`config.mk`:
```
export PLATFORM = sky130hd
export DESIGN_NAME = lane_flag_reader
export DESIGN_NICKNAME = d
export VERILOG_FILES = /design/src/rtl/lane_flag_reader.sv
export SDC_FILE = /design/constraint.sdc
export NUM_CORES = 1
export LEC_CHECK = 0
export ABC_AREA = 1
export BUFFER_PORTS_ARGS = -buffer_cell sky130_fd_sc_hd__buf_4
export CORE_MARGIN = 2
export CORE_UTILIZATION = 58
export CTS_BUF_LIST = sky130_fd_sc_hd__clkbuf_4 sky130_fd_sc_hd__clkbuf_8
export DETAILED_ROUTE_END_ITERATION = 12
export GPL_TIMING_DRIVEN = 0
export PLACE_DENSITY = 0.82
export SYNTH_ARGS = -nofsm -noshare
export SYNTH_HDL_FRONTEND = slang
export SYNTH_SLANG_ARGS = --single-unit
```
`constraint.sdc`:
```
create_clock -name clk -period 4.1 [get_ports clk]
set_input_delay 0.205 -clock clk [delete_from_list [all_inputs] [get_ports clk]]
set_output_delay 0.205 -clock clk [all_outputs]
set_load 0.05 [all_outputs]
```
`src/rtl/lane_flag_reader.sv`:
```
// Edge-detects per-lane flag inputs, keeps one sticky pending bit per lane and emits
// pending lane indices round-robin on a valid/ready stream, counting dropped events.
module lane_flag_reader #(
    parameter int NUM_LANES = 4,
    parameter int IDX_W     = $clog2(NUM_LANES),
    parameter int CNT_W     = 8
) (
    input  logic                 clk,
    input  logic                 rst_n,
    input  logic [NUM_LANES-1:0] lane_flag,
    output logic                 out_valid,
    input  logic                 out_ready,
    output logic [IDX_W-1:0]     out_idx,
    output logic [NUM_LANES-1:0] overflow,
    output logic [CNT_W-1:0]     drop_cnt,
    input  logic                 clr_drop
);

    // Handshake: a word transfers on a rising edge where out_valid & out_ready; while
    // out_valid=1 and out_ready=0, out_idx is held stable until accepted.

    localparam int DSUM_W = CNT_W + 6;
    localparam logic [DSUM_W-1:0] CNT_MAX = {{6{1'b0}}, {CNT_W{1'b1}}};

    logic [NUM_LANES-1:0] prev_flag;
    logic [NUM_LANES-1:0] pending;
    logic [IDX_W-1:0]     rr_ptr;

    logic [NUM_LANES-1:0] rise;
    logic                 load_en;
    logic                 found;
    logic [IDX_W-1:0]     sel;
    logic [IDX_W-1:0]     cand;
    logic [IDX_W-1:0]     rr_next;
    logic [NUM_LANES-1:0] load_mask;
    logic [NUM_LANES-1:0] drop;
    logic [NUM_LANES-1:0] pending_next;
    logic [DSUM_W-1:0]    drop_sum;
    logic [DSUM_W-1:0]    cnt_sum;
    logic [CNT_W-1:0]     cnt_next;

    assign rise    = lane_flag & ~prev_flag;
    assign load_en = ~out_valid | out_ready;

    // Round-robin search over the registered pending vector, starting at rr_ptr.
    always_comb begin
        found = 1'b0;
        sel   = '0;
        cand  = '0;
        for (int k = 0; k < NUM_LANES; k++) begin
            cand = IDX_W'((int'(rr_ptr) + k) % NUM_LANES);
            if (!found && pending[cand]) begin
                found = 1'b1;
                sel   = cand;
            end
        end
        rr_next = (int'(sel) == NUM_LANES - 1) ? '0 : sel + 1'b1;
    end

    // A lane loaded on the same edge as its rise stays pending; otherwise a repeat rise drops.
    always_comb begin
        load_mask    = '0;
        drop         = '0;
        pending_next = pending;
        drop_sum     = '0;
        if (load_en && found) begin
            load_mask[sel] = 1'b1;
        end
        for (int i = 0; i < NUM_LANES; i++) begin
            if (load_mask[i]) begin
                pending_next[i] = rise[i];
            end else if (rise[i]) begin
                drop[i]         = pending[i];
                pending_next[i] = 1'b1;
            end
            drop_sum = drop_sum + DSUM_W'(drop[i]);
        end
        cnt_sum  = DSUM_W'(drop_cnt) + drop_sum;
        cnt_next = (cnt_sum > CNT_MAX) ? {CNT_W{1'b1}} : cnt_sum[CNT_W-1:0];
    end

    always_ff @(posedge clk or negedge rst_n) begin
        if (!rst_n) begin
            prev_flag <= '0;
            pending   <= '0;
            out_valid <= 1'b0;
            out_idx   <= '0;
            rr_ptr    <= '0;
            overflow  <= '0;
            drop_cnt  <= '0;
        end else begin
            prev_flag <= lane_flag;
            pending   <= pending_next;
            if (load_en) begin
                if (found) begin
                    out_valid <= 1'b1;
                    out_idx   <= sel;
                    rr_ptr    <= rr_next;
                end else begin
                    out_valid <= 1'b0;
                end
            end
            // Clear has priority over a drop on the same edge.
            if (clr_drop) begin
                overflow <= '0;
                drop_cnt <= '0;
            end else begin
                overflow <= overflow | drop;
                drop_cnt <= cnt_next;
            end
        end
    end

endmodule

```
# Word level (Yosys, flattened, before mapping)
# Index checks and enable logic that the tools add are counted.
totals:
  wordCells: 84
  inputBits: 8
  register_bits: 25
op_classes:
  n_bitwise: 5
  reduce_logical: 13
  magnitude_cmp: 7
  addsub: 8
  mux: 40
  eq_ne: 1
op_table:
  columns: ["operator", "count"]
  rows:
  - ["$mux 1", 26]
  - ["$mux 8", 2]
  - ["$lt 2x3->1 const B", 5]
  - ["$mux 2", 5]
  - ["$add 8x4->9", 1]
  - ["$gt 9x8->1 const B", 1]
  - ["$bmux 1 s2", 4]
  - ["$mux 4", 2]
  - ["$reduce_bool 2->1", 4]
  - ["$logic_and 1x1->1", 5]
  - ["$add 2x1->2 const B", 2]
  - ["$add 2x2->2 const B", 2]
  - ["$add 3x1->4", 1]
  - ["$and 4x4->4", 1]
  - ["$not 4->4", 1]
  - ["$or 4x4->4", 1]
  - ["$add 2x1->3", 1]
  - ["$logic_not 1->1", 3]
  - ["$add 1x1->2", 1]
  - ["$demux 1 s2", 1]
  - ["$eq 2x1->1 const B", 1]
  - ["$ge 2x1->1 const B", 1]
  - ["$reduce_and 2->1", 1]
  - ["$not 1->1", 1]
  - ["$or 1x1->1", 1]

# Logic depth before layout (Yosys ltp)
depth:
  ltp_word: 25
  ltp_mapped: 28
  depth_no_buf: 27

# Worst setup path after synthesis
# No wires, ideal clock.
synth_timing:
  kind: "reg2reg"
  start: "register rr_ptr[0]"
  end: "register drop_cnt[5]"
  n_path_buf: 1
  t_arrival_ns: 3.607
  stages_incl_launch_ff: 28
  setup_ns: 0.063
  setup_slack_ns: 0.430
  synth_period_minus_slack_ns: 3.670
  required_time_ns: 4.037
  cell_sequence: "dfrtp_1 -> buf_6 -> inv_6 -> nand2_2 -> nand3_1 -> nand2_2 -> nor2_8 -> nand3_4 -> inv_2 -> nor2_1 -> inv_1 -> ha_1 -> nand3_2 -> nand2_2 -> inv_1 -> fa_1 -> inv_1 -> fa_1 -> inv_1 -> fa_1 -> nand2_1 -> nor2_1 -> nand3_1 -> nor2_1 -> nand2_1 -> nand2_1 -> o21ai_0 -> inv_1"
synth_between:
  elab_chain_len: 25
synth_lines:
  columns: ["element", "line_no", "source"]
  rows:
  - ["start: declaration", "27", "logic [IDX_W-1:0] rr_ptr;"]
  - ["start signal: assignment", "98", "rr_ptr <= rr_next;"]
  - ["parallel branches: the longest is 11 deep, another holds $add 2x1->2", null, null]
  - ["$mux 2 (*)", "52", "if (!found && pending[cand]) begin"]
  - ["via sel[0]", "32", "logic [IDX_W-1:0] sel;"]
  - ["$lt 2x3->1 (not written as such) / $ge 2x1->1 (equally long branches)", "67", "load_mask[sel] = 1'b1;"]
  - ["$logic_and 1x1->1 (not written as such)", "67", null]
  - ["$mux 1 (not written as such)", "67", null]
  - ["$demux 1 s2 (*)", "67", null]
  - ["$mux 4 (*)", "66", "if (load_en && found) begin"]
  - ["$mux 1", "70", "if (load_mask[i]) begin"]
  - ["$add 1x1->2", "76", "drop_sum = drop_sum + DSUM_W'(drop[i]);"]
  - ["$add 2x1->3", "76", null]
  - ["$add 3x1->4 (*)", "76", null]
  - ["$add 8x4->9 (*)", "78", "cnt_sum = DSUM_W'(drop_cnt) + drop_sum;"]
  - ["$gt 9x8->1", "79", "cnt_next = (cnt_sum > CNT_MAX) ? {CNT_W{1'b1}} : cnt_sum[CNT_W-1:0];"]
  - ["$mux 8 (*)", "79", null]
  - ["$mux 8 (*)", "104", "if (clr_drop) begin"]
  - ["end signal: assignment", "109", "drop_cnt <= cnt_next;"]
  - ["end: declaration", "15", "output logic [CNT_W-1:0] drop_cnt,"]
# Mark *: on every way through the listed nets, which the timed path passes. The select of a mux whose other input is x is not followed.
# A chain may end at the register's enable or synchronous reset.

# Worst setup path after layout
layout_timing:
  start: "register rr_ptr[0]"
  end: "register drop_cnt[3]"
# Same word-level chain as after synthesis.

==> results.tsv <==
stage	metric	value	unit
run_status	status	finished clean	
clock_tree	clk slew on worst S/H paths	130	ps
synth	Post-Syn Instances	183	
floorplan	Initial Utilization	60.8	%
sta	clock skew	2.23	ps
synth	Synth Register Bits	25	
finish	Final Non-Filler Cells	249	
power	total power	1470	uW
sta	Final Max Slew Viols	0	
floorplan	IO Count	23	
setup_path	CP endpoint kind	flip-flop	
power	Cell Pwr Density	786	nW/um2
setup_path	worst r2r dst	drop_cnt[3]	
sta	post-layout min period	3880	ps
clock_tree	TritonCTS clock tree	done	
finish	Final nets	236	
detailed_routing	Vias	1271	
flow_run	Max-Cap Viols	0	
power	maximum vdd ir drop	0.000652	V
synth	Post-Syn Area	1510	um2
placement	HPWL Detailed	2220	um
synth	Yosys warnings	0	
placement	I/O Buffers	21	
detailed_routing	Detailed Route WL	3290	um
setup_path	WP data required	4360	ps
finish	commonest non-fill, non-tap cell in the layout	nand2_1	
detailed_routing	starting DRC count in detailed routing	21	
setup_path	CP startpoint kind	flip-flop	
hold_path	worst min path class	primary input to flip-flop	
sta	final hold vios	0	
sta	Slew headroom	66.3	%
hold_path	Hold Crit Depth	2	
global_routing	GRT Residual Overflow	0	
clock_tree	clk buf depth	2	
synth	top-area cell type share of the netlist area	41.5	%
floorplan	die height	55.0	um
power	logic gate share of total power	68.5	%
setup_path	WS Path Type	flip-flop to flip-flop	
synth	sequential fraction of the synthesis area	41.5	%
synth	Yosys cell types	26	
placement	dpl cells	234	
global_routing	Total GRT Usage	22.6	%
finish	most frequent cells in the layout	nand2_1, buf_4, inv_1, dfrtp_1, nand2_2	
hold_path	Worst Hold End	overflow[2]	
detailed_routing	Avg Vias per Cell	5.10	
clock_tree	CTS Buf Count	3	
global_routing	first-pass GRT wire length	4910	um
synth	top post-synthesis cells by area	dfrtp_1, nand2_1, inv_1, nand2_2, ha_1	
placement	GPL Wtd Cong	0.768	
placement	Area after DPL	1700	um2
floorplan	die width	55.0	um
floorplan	Die ar.	3020	um2
power	Clock power frac	7.3	%
power	Lkg Pwr	0.00101	uW
finish	synthesis-to-layout area growth	24.3	%
power	sequential power share	24.2	%
clock_tree	H-tree depth	1	
global_routing	initial antenna violation count	0	
power	NetSw	774	uW
sta	final setup fails	0	
finish	Antenna diodes	0	
finish	share of cells above drive strength 1	37.4	%
clock_tree	Clock Sinks	25	
sta	period utilization	94.6	%
sta	f_max	258	MHz
setup_path	RR Startpoint	rr_ptr[0]	
sta	final worst setup slack	220	ps
hold_path	HP Start	clr_drop	
power	P_int	699	uW
synth	syn avg cell area	8.23	um2
setup_path	CP Max Fanout	6	
power	Sw Share	52.5	%
setup_path	R2R setup slack	220	ps
finish	fin area	1870	um2
detailed_routing	WL/cell	13.2	um
global_routing	pin count of the biggest net entering global routing	26	
global_routing	vias in the first global route	1137	
clock_tree	Root Buffer	clkbuf_4	
floorplan	FP Rows	18	
synth	area leader, netlist	dfrtp_1	
sta	worst slew pin tran	505	ps
detailed_routing	antenna-violating nets left	0	
detailed_routing	Post-route DRC	0	
setup_path	worst path arrival time	4140	ps
floorplan	core area	2480	um2
placement	Place WS	77.7	ps
setup_path	R2R cell count	27	
clock_tree	worst skew pair latency	310	ps
detailed_routing	drt pass-1 iters	4	
synth	Synth Net Count	199	
sequential cells by signal (all words and copies together) (netlist names):
| name | cells |
|---|---|
| drop_cnt | 8 |
| out_valid | 1 |
| pending | 4 |
| rr_ptr | 2 |
| out_idx | 2 |
| overflow | 4 |
| prev_flag | 4 |
through the flow:
step           setup TNS (ps)  hold WS, ps  util (%)
5_1_grt                 -67.3          324      75.6
3_3_place_gp                0          123      68.7
2_1_floorplan               0        -90.6         -
4_1_cts                     0          314      71.8
3_5_place_dp                0          124      68.7
6_report                    0          318      75.6
power by group through the flow:
stage          clock [uW]  combinational, uW  sequential (uW)
5_1_grt               125               1100              364
2_1_floorplan           0                608              454
3_3_place_gp            0                847              355
3_5_place_dp            0                888              358
6_report              107               1010              357
4_1_cts               107                895              354
cell families after synthesis:
logic type | share of synthesized area [%]
XOR/XNOR | 1.16
flip-flops | 41.5
adder cells (fa/ha/maj) | 8.14
buffers and inverters | 9.72
AND/OR/NAND/NOR | 30.9
AO/OA/AOI/OAI | 8.55
area by class of cell:
class                      instances  area [um2]
timing repair buffer              32         253
buffer                             2        15.0
inverter                          33         131
sequential                        25         626
fill                             178         604
multi-input combinational        123         783
clock inverter                     1        5.00
tap                               30        37.5
clock buffer                       3        22.5
repair_timing:
item / in CTS / in global routing
resized for setup: 0 / 20
hold endpoints to repair: 29 / 0
endpoints found under the setup margin: 0 / 7
setup buffers: 0 / 5
hold buffers: 5 / 0
metal layers:
metal  share of wire (%)  track usage, %  up-vias
met3                 2.1            3.23        2
li1                    -               -      633
met4                0.52            4.88        0
met5                   0               0        -
met2                  55            41.3       19
met1                  42            28.4      617
synthesized netlist by cell type, drive strengths merged:
| cell | number |
|---|---|
| ha | 5 |
| dfrtp | 25 |
| nand4 | 1 |
| inv | 33 |
| fa | 3 |
| buf | 1 |
| a31oi | 1 |
| a21oi | 10 |
| clkbuf | 1 |
| nand3 | 15 |
| o21ai | 10 |
| xnor2 | 2 |
| nor2 | 12 |
| nand2 | 64 |
how the worst max path moves through the flow:
| stage | endpoint | depth (start not counted) | slack, ps | start |
|---|---|---|---|---|
| final | drop_cnt[3] | 27 | 220 | rr_ptr[0] |
| after global routing | drop_cnt[5] | 28 | -40 | rr_ptr[0] |
| after CTS | drop_cnt[5] | 27 | 40 | rr_ptr[0] |
| after global placement | drop_cnt[5] | 27 | 210 | rr_ptr[0] |
| after floorplan | drop_cnt[5] | 27 | 430 | rr_ptr[0] |
| after detailed placement | drop_cnt[5] | 27 | 80 | rr_ptr[0] |
worst max-delay path, stage by stage (launching register included):
cell and delay, ps:
dfrtp_1 420, buf_4 170, nand2_1 70, nand2_2 100, nand2_4 110, nand2_4 70
nor2_8 140, nand3_4 110, inv_2 90, nor2_2 60, inv_2 60, ha_2 160
nand3_2 100, nand2_2 120, inv_1 50, fa_1 470, inv_1 60, fa_2 350
inv_2 80, fa_2 200, nand2_1 70, nor2_2 170, nand3_2 110, nor2_2 160
nand2_2 120, nand2_1 80, o21ai_0 80, inv_1 70
No activity file was read; power rests on OpenSTA's default activity.
